### src/rtl/display_pkg.sv
// Shared types and geometry constants for the 8x8 matrix frame scheduler.
package display_pkg;

  // Frame geometry: 8 rows by 8 columns, bit 8*row+col holds one pixel.
  localparam int FRAME_W = 64;
  localparam int ROWS    = 8;
  localparam int COLS    = 8;
  localparam int ROW_W   = $clog2(ROWS);
  localparam int COL_W   = $clog2(COLS);

  // Scheduler states: waiting for a request, holding a captured frame, dwelling.
  typedef enum logic [1:0] {
    ST_IDLE     = 2'd0,
    ST_CAPTURED = 2'd1,
    ST_DWELL    = 2'd2
  } sched_state_t;

endpackage

### src/rtl/tick_divider.sv
// Free-running divider producing a one-cycle row-scan enable every SCAN_DIV cycles.
module tick_divider #(
  parameter int SCAN_DIV = 65536
) (
  input  logic i_clk,
  input  logic i_rst_n,
  output logic o_tick
);

  localparam int CNT_W = $clog2(SCAN_DIV);
  localparam logic [CNT_W-1:0] CNT_LAST = CNT_W'(SCAN_DIV - 1);
  // The tick is registered one count early so it is high exactly while the
  // counter holds SCAN_DIV-1.
  localparam logic [CNT_W-1:0] CNT_PRE  = CNT_W'(SCAN_DIV - 2);

  logic [CNT_W-1:0] r_cnt;
  logic             r_tick;

  // Count 0..SCAN_DIV-1 and wrap; flag the terminal count.
  always_ff @(posedge i_clk or negedge i_rst_n) begin
    if (!i_rst_n) begin
      r_cnt  <= '0;
      r_tick <= 1'b0;
    end else begin
      r_cnt  <= (r_cnt == CNT_LAST) ? '0 : r_cnt + CNT_W'(1);
      r_tick <= (r_cnt == CNT_PRE);
    end
  end

  assign o_tick = r_tick;

endmodule

### src/rtl/frame_scheduler.sv
// Two-source frame scheduler: round-robin capture, swap on end-of-scan, and a
// minimum dwell of DWELL_FRAMES completed scans before the next grant.
module frame_scheduler
  import display_pkg::*;
#(
  parameter int SCAN_DIV     = 65536,
  parameter int DWELL_FRAMES = 4
) (
  input  logic               i_clk,
  input  logic               i_rst_n,
  input  logic [1:0]         i_req,
  input  logic [FRAME_W-1:0] i_data0,
  input  logic [FRAME_W-1:0] i_data1,
  output logic [1:0]         o_gnt,
  input  logic               i_frame_end,
  output logic               o_scan_tick,
  output logic [FRAME_W-1:0] o_frame,
  output logic               o_active_src,
  output logic               o_swap,
  output logic               o_pending
);

  // Dwell counter holds 0..DWELL_FRAMES-1; keep at least one bit.
  localparam int DW_W = (DWELL_FRAMES > 1) ? $clog2(DWELL_FRAMES) : 1;
  localparam logic [DW_W-1:0] DWELL_LOAD = DW_W'(DWELL_FRAMES - 1);

  sched_state_t       r_state;
  logic [1:0]         r_gnt;
  logic [FRAME_W-1:0] r_frame;
  logic [FRAME_W-1:0] r_pend_data;
  logic               r_active_src;
  logic               r_swap;
  logic               r_pending;
  logic               r_last;
  logic [DW_W-1:0]    r_dwell;

  logic               w_any_req;
  logic               w_win;
  logic [FRAME_W-1:0] w_win_data;

  // Round-robin pick: a lone requester wins, a tie goes to the source that
  // was not granted last.
  assign w_any_req  = |i_req;
  assign w_win      = (i_req == 2'b11) ? ~r_last : i_req[1];
  assign w_win_data = w_win ? i_data1 : i_data0;

  // Scheduler FSM with registered grant, swap, pending and frame outputs.
  always_ff @(posedge i_clk or negedge i_rst_n) begin
    if (!i_rst_n) begin
      r_state      <= ST_IDLE;
      r_gnt        <= 2'b00;
      r_frame      <= '0;
      r_pend_data  <= '0;
      r_active_src <= 1'b0;
      r_swap       <= 1'b0;
      r_pending    <= 1'b0;
      r_last       <= 1'b1;
      r_dwell      <= '0;
    end else begin
      r_gnt  <= 2'b00;
      r_swap <= 1'b0;
      case (r_state)
        ST_IDLE: begin
          // A coincident end-of-scan is ignored here; the swap waits for the next one.
          if (w_any_req) begin
            r_pend_data <= w_win_data;
            r_last      <= w_win;
            r_gnt       <= w_win ? 2'b10 : 2'b01;
            r_pending   <= 1'b1;
            r_state     <= ST_CAPTURED;
          end
        end
        ST_CAPTURED: begin
          if (i_frame_end) begin
            r_frame      <= r_pend_data;
            r_active_src <= r_last;
            r_swap       <= 1'b1;
            r_dwell      <= DWELL_LOAD;
            r_pending    <= 1'b0;
            r_state      <= (DWELL_LOAD == '0) ? ST_IDLE : ST_DWELL;
          end
        end
        ST_DWELL: begin
          if (i_frame_end) begin
            if (r_dwell == '0) begin
              r_state <= ST_IDLE;
            end else begin
              r_dwell <= r_dwell - DW_W'(1);
            end
          end
        end
        default: begin
          r_state   <= ST_IDLE;
          r_pending <= 1'b0;
        end
      endcase
    end
  end

  tick_divider #(
    .SCAN_DIV (SCAN_DIV)
  ) u_tick_divider (
    .i_clk   (i_clk),
    .i_rst_n (i_rst_n),
    .o_tick  (o_scan_tick)
  );

  assign o_gnt        = r_gnt;
  assign o_frame      = r_frame;
  assign o_active_src = r_active_src;
  assign o_swap       = r_swap;
  assign o_pending    = r_pending;

endmodule

### config.mk
export PLATFORM = sky130hd
export DESIGN_NAME = frame_scheduler
export DESIGN_NICKNAME = d
export VERILOG_FILES = /design/src/rtl/display_pkg.sv /design/src/rtl/tick_divider.sv /design/src/rtl/frame_scheduler.sv
export SDC_FILE = /design/constraint.sdc
export NUM_CORES = 1
export LEC_CHECK = 0
export CAP_MARGIN = 20
export CORE_UTILIZATION = 30
export CTS_CLUSTER_SIZE = 30
export DETAILED_ROUTE_END_ITERATION = 7
export GPL_TIMING_DRIVEN = 0
export PLACE_DENSITY = 0.65
export SYNTH_ARGS = -nofsm -noshare
export SYNTH_HDL_FRONTEND = slang
export SYNTH_SLANG_ARGS = --single-unit
### constraint.sdc
create_clock -name i_clk -period 1.5 [get_ports i_clk]
set_input_delay 0.3 -clock i_clk [delete_from_list [all_inputs] [get_ports i_clk]]
set_output_delay 0.3 -clock i_clk [all_outputs]
set_load 0.02 [all_outputs]
# Word level (Yosys, flattened, before mapping)
# Index checks and enable logic that the tools add are counted.
word_totals:
  reg_bits: 155
  output_inout_bits: 70
classes:
  n_mux: 20
  addsub: 2
  n_reduce_logical: 9
  n_eq_ne: 10
  n_bitwise: 2
ops:
  columns: ["cell", "n"]
  rows:
  - ["$mux W64", 1]
  - ["$eq A16 B16 Y1 const B", 2]
  - ["$mux W2", 10]
  - ["$add A16 B1 Y16 const B", 1]
  - ["$mux W16", 1]
  - ["$ne A2 B2 Y1 const B", 5]
  - ["$reduce_and A4 Y1", 2]
  - ["$pmux W2 S3", 1]
  - ["$mux W1", 5]
  - ["$eq A2 B2 Y1 const B", 2]
  - ["$logic_not A2 Y1", 2]
  - ["$pmux W2 S2", 1]
  - ["$reduce_and A2 Y1", 2]
  - ["$pmux W1 S3", 1]
  - ["$reduce_and A3 Y1", 1]
  - ["$eq A2 B1 Y1 const B", 1]
  - ["$not A1 Y1", 2]
  - ["$reduce_bool A2 Y1", 1]
  - ["$reduce_or A2 Y1", 1]
  - ["$sub A2 B1 Y2 const B", 1]

# Logic depth before layout (Yosys ltp)
# Gate-level depths: netlist of run 1.
logic_depth:
  depth_word: 5
  depth_mapped: 7
  ltp_nobuf: 5

# Hierarchy
# From an unflattened synthesis of run 1, not the netlist that was laid out.
unflattened:
  hier_cells: 467
  area_unflattened_um2: 6427.4
modules_own_cells:
  columns: ["module", "instances", "cells_each", "area_each_um2", "seq_area_each_um2"]
  rows:
  - ["frame_scheduler", 1, 394, 5617.9, 3454.6]
  - ["tick_divider", 1, 73, 809.5, 425.4]

# Least setup slack after synthesis of run 1
# No wires, ideal clock.
synth_timing:
  kind: "reg-to-reg"
  start: "register r_last"
  end: "register r_pend_data[15]"
  slack_ns: 0.026
  path_stages_with_launch: 7
  synth_period_minus_slack_ns: 1.474
  n_path_buf: 2
  t_arrival_ns: 1.409
  setup_time_ns: 0.065
  cell_sequence: "dfstp_2 -> inv_1 -> a2111oi_4 -> buf_4 -> buf_6 -> a22oi_1 -> nand2_1"
synth_between:
  elab_chain_cells: 3
synth_rtl:
  columns: ["item", "line_no", "source"]
  rows:
  - ["start, declared", "frame_scheduler.sv:34", "logic r_last;"]
  - ["start signal, assigned", "frame_scheduler.sv:67", "r_last <= w_win;"]
  - ["$not A1 Y1", "frame_scheduler.sv:44", "assign w_win = (i_req == 2'b11) ? ~r_last : i_req[1];"]
  - ["$mux W1", "frame_scheduler.sv:44", null]
  - ["$mux W64", "frame_scheduler.sv:45", "assign w_win_data = w_win ? i_data1 : i_data0;"]
  - ["end signal, assigned", "frame_scheduler.sv:66", "r_pend_data <= w_win_data;"]
  - ["end, declared", "frame_scheduler.sv:30", "logic [FRAME_W-1:0] r_pend_data;"]
# Every way passes these cells.
# A chain may end at the register's enable or synchronous reset.

# Final worst setup path of run 1
layout_timing:
  start: "register r_last"
  end: "register r_pend_data[17]"
# Same word-level chain as after synthesis.

==> flow_summary.yaml, run 1 <==
finish:
  stdcell_area_um2: 10200
  final_common_cell: "nand2_1"
  final_cell_mix: "nand2_1, dfrtp_1, clkdlybuf4s50_1, dlygate4sd2_1, a22oi_2"
  drive_gt1_share_pct: 17.9
  antennaDiodeCount: 0
  nets: 1044
  syn2layout_area_growth_pct: 62.0
  final_util_pct: 49.9
pwr:
  ir_worst_vdd_mv: 0.689
  p_per_area_nw_per_um2: 1840
  finalPower_mw: 18.8
  p_leak_nw: 5.05
job:
  drv_cap: 0
logic_synthesis:
  synth_area_um2: 6300
  syn_inst: 660
  synth_seq_area_share_pct: 61.6
  synthesis.nets: 796
  synth_area_per_cell_um2: 9.54
  ys_seq_elements: 155
  synthArstFlopShare_pct: 100
  ys.warnings.count: 0
  synth_ff_type: "dfrtp_1"
  synth.distinct_cells: 29
  synth_edf_count: 0
routing:
  routed_wl_mm: 18.2
  viasPerCell: 4.52
  drt_first_iter_violations: 274
  drt_pass1_iterations: 4
  wl_per_cell_um: 15.3
  drc: 0
  ant_nets: 0
  vias: 5381
critical_path:
  endpoint_kind: "flip-flop"
  crit_start: "r_last"
  r2r_start: "r_last"
  critical_path_class: "flip-flop to flip-flop"
  crit_arrival_ns: 2.00
  path_buf_inv: 4
  cpLargestDelayFamily: "flip-flops"
  ff2ff_path_depth: 7
  crit_top_cell: "buf_6"
  cpMaxStageDelayCell: "dfstp_2"
  cp_cell_sequence: "inv_2 -> a2111oi_4 -> buf_6 -> buf_6 -> buf_12 -> a22oi_2 -> nand2_1"
  cpPeakStageDelay_ns: 0.55
  critPathRequiredTime_ns: 1.85
  critPathMaxFanout: 5
  cp.depth: 7
  worstSetupStartpointType: "flip-flop"
timing:
  slew_headroom_pct: 60.7
  period_minus_slack_ns: 1.65
  final-setup-viol-count: 57
  fin_crit_sh_pct: 110
  holdWs_ns: 0.426
  max_freq_mhz: 607
  rsz0062_at_grt: "yes"
  slew_viol_final: 0
  worst_slew_pin_slew_ns: 0.590
  finalHoldViolations: 0
  skew_ns: 0.00932
  fin_ws_ns: -0.146
global_route:
  grt_pass1_wl_mm: 29.6
  grt.overflow.total: 0
  first_global_vias: 5449
  gr-usage-all-layers_pct: 17.9
  antenna_found_initial: 0
  grt_max_degree: 82
clock_tree:
  cts_root_buffer: "clkbuf_16"
  cts_tree: "built"
  cts_sinks: 155
  clk_pin_slew_worst_paths_ns: 0.06
  clk_latency_ns: 0.42
  cts_made_buffers: 17
  h-tree-depth: 4
  cts_buffer_depth: 2
die:
  initial_core_util_pct: 30.8
  dieArea_um2: 21600
  die_w_um: 147
  fp.dieH_um: 147
  core_area_um2: 20400
  row_count: 52
  ios: 203
placement:
  portBuffers: 202
  dpl.hpwl_mm: 12.3
  gp_congestion: 0.736
  place_area_um2: 8690
  place_ws_ns: -0.608
worst_hold_path:
  hold_path.class: "input pin to async pin"
outcome:
  violations: "negative setup slack"
  run_status: "finished with violations"
-- sequential cells by signal, summed over array words and instances, names as in the netlist --
signal,count
r_last,1
u_tick_divider.r_cnt,16
u_tick_divider.o_tick,1
r_pend_data,64
r_dwell,2
o_pending,1
r_state,2
o_swap,1
o_frame,64
o_gnt,2
o_active_src,1
-- kinds of logic after synthesis --
| logic type | after synthesis | synth area share (%) |
|---|---|---|
| flops | 155 | 61.6 |
| compound gates | 76 | 9.10 |
| xor+xnor | 14 | 1.95 |
| simple gates | 367 | 22.9 |
| fa+ha+maj | 3 | 0.596 |
| buf+inv | 45 | 3.81 |
-- through the flow --
stage	std cells	setup TNS [ns]
finish	1191	-5.01
global route	1191	-9.79
CTS	1187	-5.05
detailed placement	1133	-69.47
global placement	1132	-1050.61
floorplan	660	0
-- synthesized netlist by cell type (2+ instances only) --
cell type  number  area (um2)
a22oi_1        64         480
buf_2          24         120
and3_1          5        31.3
dfrtp_1       154        3850
buf_6           5        56.3
and4_1          3        26.3
nand2_1       329        1230
a21oi_1         3        15.0
xor2_1         11        96.3
o22a_1          2        17.5
inv_1           6        22.5
o21ai_0         4        20.0
ha_1            3        37.5
nand3_1         5        25.0
nand4_1         5        31.3
clkbuf_1        9        33.8
xnor2_1         3        26.3
nor2_1         14        52.6
-- metal layers --
| layer | GRT usage [%] | routed length, um | vias to the layer above |
|---|---|---|---|
| met1 | 23.7 | 8410 | 2574 |
| met5 | 0 | 0 | - |
| met4 | 5.26 | 220 | 0 |
| li1 | - | - | 2651 |
| met3 | 4.78 | 906 | 13 |
| met2 | 28.7 | 8690 | 143 |
-- power by group --
part | total [mW] | internal, mW | switching [mW] | leakage, nW
combinational | 7.77 | 3.47 | 4.30 | 2.81
clock | 4.32 | 2.59 | 1.73 | 0.276
sequential | 6.67 | 5.86 | 0.810 | 1.96
-- timing repair --
item,CTS,global route
hold buffers,1,0
pin swaps,89,24
gates cloned,7,2
resized for setup,185,64
endpoints found under the hold margin,73,0
setup endpoints to repair,205,139
setup buffers,16,8
-- path summary, 6_finish.rpt --
| path | to | slack [ns] |
|---|---|---|
| setup / recovery | r_pend_data[17] | -0.15 |
| hold / removal | o_frame[23] | 0.43 |
| max in group asynchronous | o_frame[45] | 0.27 |
| hold reg to reg | o_frame[2] | 0.46 |
| setup reg to reg | r_pend_data[17] | -0.15 |
| min in group i_clk | o_frame[2] | 0.46 |
-- cell type report --
cell class / instances / area, um2
sequential: 155 / 3880
tap: 270 / 338
timing repair buffer: 233 / 2440
multi-input combinational: 460 / 2530
buffer: 35 / 402
clock buffer: 23 / 478
clock inverter: 9 / 113
inverter: 6 / 22.5
fill: 1926 / 10200
Power figures use the tool's default switching activity.
==> run 2, diff against run 1 <==
--- a/config.mk
+++ b/config.mk
@@ -7,10 +7,12 @@
 export LEC_CHECK = 0
 export CAP_MARGIN = 20
 export CORE_UTILIZATION = 30
+export CTS_CLUSTER_DIAMETER = 60
 export CTS_CLUSTER_SIZE = 30
 export DETAILED_ROUTE_END_ITERATION = 7
 export GPL_TIMING_DRIVEN = 0
 export PLACE_DENSITY = 0.65
+export RECOVER_POWER = 25
 export SYNTH_ARGS = -nofsm -noshare
 export SYNTH_HDL_FRONTEND = slang
 export SYNTH_SLANG_ARGS = --single-unit
==> run 2 against run 1 <==
Against the previous run: the run still ends with negative setup slack left; total power barely moved; final cell count did not move; combinational power barely moved; first-iteration DRC count fell by 5.5%; die area did not move; via count fell by 0.26%; non-clock buffer count did not move; largest cell class unchanged; flip-flop and latch count did not move; register-to-register slack barely moved; critical path depth did not move; maximum frequency barely moved; cell area fell by 0.33%.
==> flow_summary.yaml, run 2 (synthesis results as in run 1) <==
outcome:
  run_status: "finished with violations"
  violations: "negative setup slack"
worst_hold_path:
  hp-start: "r_pend_data[2]"
  hold-path-endpoint: "o_frame[2]"
  hold_path.class: "flip-flop to flip-flop"
  min_path_cells: 2
timing:
  final.setup.tns_ns: -5.11
  final-setup-viol-count: 59
  fin_crit_sh_pct: 110
  slew_viol_final: 0
  rsz0062_at_grt: "yes"
  fin_ws_ns: -0.146
  period_minus_slack_ns: 1.65
  finalHoldViolations: 0
  worst_slew_pin_slew_ns: 0.992
  skew_ns: 0.00936
  slew_headroom_pct: 33.8
  max_freq_mhz: 607
die:
  row_count: 52
  ios: 203
  core_area_um2: 20400
  initial_core_util_pct: 30.8
  die_w_um: 147
  fp.dieH_um: 147
  dieArea_um2: 21600
critical_path:
  critPathRequiredTime_ns: 1.85
  r2r_start: "r_last"
  crit_arrival_ns: 2.00
  rr_endpoint: "r_pend_data[17]"
  critPathMaxFanout: 5
  rrSetupSlack_ns: -0.15
  worstSetupStartpointType: "flip-flop"
  endpoint_kind: "flip-flop"
  critical_path_class: "flip-flop to flip-flop"
  ff2ff_path_depth: 7
clock_tree:
  clk_latency_ns: 0.42
  h-tree-depth: 4
  clk_pin_slew_worst_paths_ns: 0.06
  cts_made_buffers: 17
  cts_sinks: 155
  cts_tree: "built"
  cts_buffer_depth: 2
  cts_root_buffer: "clkbuf_16"
routing:
  vias: 5367
  wl_per_cell_um: 15.3
  routed_wl_mm: 18.2
  ant_nets: 0
  drt_pass1_iterations: 4
  drc: 0
  drt_first_iter_violations: 259
  viasPerCell: 4.51
job:
  drv_cap: 0
global_route:
  grt.overflow.total: 0
  first_global_vias: 5449
  grt_pass1_wl_mm: 29.6
  antenna_found_initial: 0
  gr-usage-all-layers_pct: 17.9
  grt_max_degree: 82
placement:
  gp_congestion: 0.736
  portBuffers: 202
  dpl.hpwl_mm: 12.3
finish:
  final_common_cell: "nand2_1"
  drive_gt1_share_pct: 17.6
  nets: 1044
  antennaDiodeCount: 0
  final_cell_mix: "nand2_1, dfrtp_1, clkdlybuf4s50_1, dlygate4sd2_1, a22oi_2"
  syn2layout_area_growth_pct: 61.5
pwr:
  ir_worst_vdd_mv: 0.689
  p_leak_nw: 5.04
  p_per_area_nw_per_um2: 1840
  finalPower_mw: 18.8
[run 2: changes by cell type in the layout (fill, tap and decap cells not counted), sizes merged]
cell and delta:
clkbuf +1, buf -1
[run 2: worst max-delay path by stage]
| stage | start | slack (ns) | cells past startpoint | endpoint |
|---|---|---|---|---|
| finish | r_last | -0.15 | 7 | r_pend_data[17] |
| global route | i_rst_n | -0.22 | 3 | o_frame[45] |
| CTS | r_last | -0.15 | 8 | r_pend_data[44] |
| detailed placement | i_frame_end | -0.61 | 7 | o_frame[59] |
| global placement | i_rst_n | -6.37 | 1 | u_tick_divider.r_cnt[9] |
| floorplan | r_last | 0.03 | 6 | r_pend_data[15] |
[run 2: cell type report]
cell class	count	area [um2]
multi-input combinational	460	2510
clock inverter	9	113
buffer	35	400
clock buffer	23	478
inverter	6	22.5
fill	1931	10300
tap	270	338
sequential	155	3880
timing repair buffer	233	2430
[run 2: metal layers]
metal	global-route usage [%]	wire, um	vias to the layer above
li1	-	-	2649
met1	23.7	8420	2564
met2	28.7	8690	141
met3	4.78	904	13
met4	5.26	220	0
met5	0	0	-
[run 2: what timing repair did]
item	CTS	global route
buffers inserted	16	8
pin swaps	89	24
cloned	7	2
resized for setup	185	64
endpoints found under the hold margin	73	0
hold buffers	1	0
endpoints found under the setup margin	205	139
[run 2: critical path: stages, from the launching register on]
cell	delay, ns
dfstp_2	0.55
inv_2	0.05
a2111oi_4	0.34
buf_6	0.21
buf_6	0.14
buf_12	0.13
a22oi_2	0.09
nand2_1	0.07
[run 2: power breakdown]
group,internal (mW),switching (mW),total (mW)
clock,2.59,1.73,4.32
sequential,5.86,0.811,6.67
combinational,3.47,4.30,7.77
total,11.9,6.84,18.8
[run 2: stage by stage]
| stage | util [%] | instances | cell area (um2) | worst slack [ns] | hold WS, ns |
|---|---|---|---|---|---|
| finish | 49.8 | 1191 | 10200 | -0.146 | 0.463 |
| floorplan | - | 660 | 6300 | 0.0259 | 0.00441 |
| global placement | 42.4 | 1132 | 8660 | -6.37 | 0.444 |
| global route | 49.8 | 1191 | 10200 | -0.224 | 0.474 |
| CTS | 48.7 | 1187 | 9940 | -0.146 | 0.459 |
| detailed placement | 42.5 | 1133 | 8690 | -0.608 | 0.313 |
==> run 3, diff against run 2 <==
--- a/config.mk
+++ b/config.mk
@@ -13,6 +13,7 @@
 export GPL_TIMING_DRIVEN = 0
 export PLACE_DENSITY = 0.65
 export RECOVER_POWER = 25
+export SKIP_CTS_REPAIR_TIMING = 1
 export SYNTH_ARGS = -nofsm -noshare
 export SYNTH_HDL_FRONTEND = slang
 export SYNTH_SLANG_ARGS = --single-unit
==> run 3 against run 2 <==
Against the previous run: final cell count down 0.67%; count of clock-buffer cells in the layout unchanged; combinational power down 2%; die area unchanged; setup slack worse by 0.0078 ns; first-iteration DRC count up 0.39%; the flow still finishes with violations (negative setup slack); clock skew down 0.0010 ns; routed wire length down 0.19%; critical endpoint is now r_pend_data[53].
==> flow_summary.yaml, run 3 (synthesis results as in run 1) <==
clock_tree:
  cts_sinks: 155
  cts_tree: "built"
  cts_buffer_depth: 2
  clk_latency_ns: 0.42
  clk_pin_slew_worst_paths_ns: 0.06
  h-tree-depth: 4
  cts_root_buffer: "clkbuf_16"
  cts_made_buffers: 17
critical_path:
  critical_path_class: "flip-flop to flip-flop"
  rr_endpoint: "r_pend_data[53]"
  endpoint_kind: "flip-flop"
  cpPeakStageDelay_ns: 0.56
  rrSetupSlack_ns: -0.15
  critPathRequiredTime_ns: 1.85
  cpMaxStageDelayCell: "dfstp_2"
  worstSetupStartpointType: "flip-flop"
  critPathMaxFanout: 10
  cp_cell_sequence: "inv_2 -> a2111oi_4 -> buf_6 -> buf_12 -> buf_8 -> a22oi_1 -> nand2_1"
  r2r_start: "r_last"
  crit_arrival_ns: 2.00
  ff2ff_path_depth: 7
  crit_start: "r_last"
timing:
  finalHoldViolations: 0
  worst_slew_pin_slew_ns: 0.595
  final-setup-viol-count: 64
  fin_crit_sh_pct: 110
  final.setup.tns_ns: -6.70
  skew_ns: 0.00834
  rsz0062_at_grt: "yes"
  fin_ws_ns: -0.154
  slew_headroom_pct: 60.3
  period_minus_slack_ns: 1.65
  slew_viol_final: 0
  max_freq_mhz: 605
outcome:
  run_status: "finished with violations"
  violations: "negative setup slack"
routing:
  ant_nets: 0
  routed_wl_mm: 18.2
  viasPerCell: 4.52
  drt_first_iter_violations: 260
  vias: 5345
  drt_pass1_iterations: 5
  wl_per_cell_um: 15.4
  drc: 0
finish:
  fill_cells: 1909
  multi_input_area_um2: 2450
  final_common_cell: "nand2_1"
  final_util_pct: 49.6
  seq_area_um2: 3880
  final_cell_mix: "nand2_1, dfrtp_1, clkdlybuf4s50_1, dlymetal6s2s_1, a22oi_2"
  nets: 1036
  antennaDiodeCount: 0
  syn2layout_area_growth_pct: 60.9
  drive_gt1_share_pct: 15.6
die:
  row_count: 52
  ios: 203
  fp.dieH_um: 147
  core_area_um2: 20400
  die_w_um: 147
  initial_core_util_pct: 30.8
  dieArea_um2: 21600
placement:
  gp_congestion: 0.736
  dpl.hpwl_mm: 12.3
  portBuffers: 202
global_route:
  grt_pass1_wl_mm: 28.0
  gr-usage-all-layers_pct: 16.9
  antenna_found_initial: 0
  first_global_vias: 5203
  grt.overflow.total: 0
  grt_max_degree: 82
worst_hold_path:
  hold_path.class: "input pin to async pin"
pwr:
  ir_worst_vdd_mv: 0.767
  netSwitchingFraction_pct: 36.1
  p_leak_nw: 5.70
  p_int_mw: 11.9
  power_switching_mw: 6.71
  p_per_area_nw_per_um2: 1830
  finalPower_mw: 18.6
  clockPowerShare_pct: 23.2
  seq_power_share_pct: 35.9
  p_comb_share_pct: 40.8
job:
  drv_cap: 0
-- run 3: cell count changes in the layout (fill, tap and decap cells not counted), sizes merged --
cell           before  now
dlygate4sd2        67    0
dlymetal6s2s        0   70
clkbuf             32   38
clkdlybuf4s15       3    0
buf                57   43
-- run 3: cell type report --
class | instances | share of cell area (%)
clock inverters | 9 | 1.11
plain buffers | 39 | 3.59
clock buffers | 23 | 4.72
repair buffers | 221 | 24.6
well taps | 270 | 3.33
inverters | 6 | 0.222
flip-flops and latches | 155 | 38.3
multi-input cells | 460 | 24.1
-- run 3: power groups by stage --
stage	logic, mW	clock network, mW	registers, mW
after floorplan	2.81	0	7.55
final	7.59	4.32	6.67
after global placement	6.69	0	6.72
after detailed placement	6.80	0	6.76
after global routing	8.38	4.61	6.88
after CTS	6.81	4.42	6.70
-- run 3: layer usage --
metal	vias to the layer above	wire length, um	GRT usage (%)
li1	2628	-	-
met1	2554	8220	21.8
met2	154	8770	27.5
met3	9	1030	5.03
met4	0	182	4.69
met5	-	0	0
-- run 3: stage by stage --
step                area, um2  worst slack (ns)  hold WS [ns]  instances
finish                  10100            -0.154         0.434       1183
global route            10100            -0.234         0.473       1183
CTS                      9280            -0.366        -0.136       1165
detailed placement       8690            -0.608         0.313       1133
global placement         8660             -6.37         0.444       1132
floorplan                6300            0.0259       0.00441        660
-- run 3: how the worst max path moves through the flow --
stage                                    endpoint  cells after the start
after floorplan                   r_pend_data[15]                      6
after global placement    u_tick_divider.r_cnt[9]                      1
after detailed placement              o_frame[59]                      7
after CTS                         r_pend_data[43]                      7
after global routing              r_pend_data[53]                      7
final                             r_pend_data[53]                      7
-- run 3: worst max-delay path, delay by kind of cell (launching register included) --
kind	cells	cell delay, ns
DFF	1	0.56
and+or+nand+nor	1	0.07
AOI/OAI and AO/OA	2	0.42
buffers and inverters	4	0.52
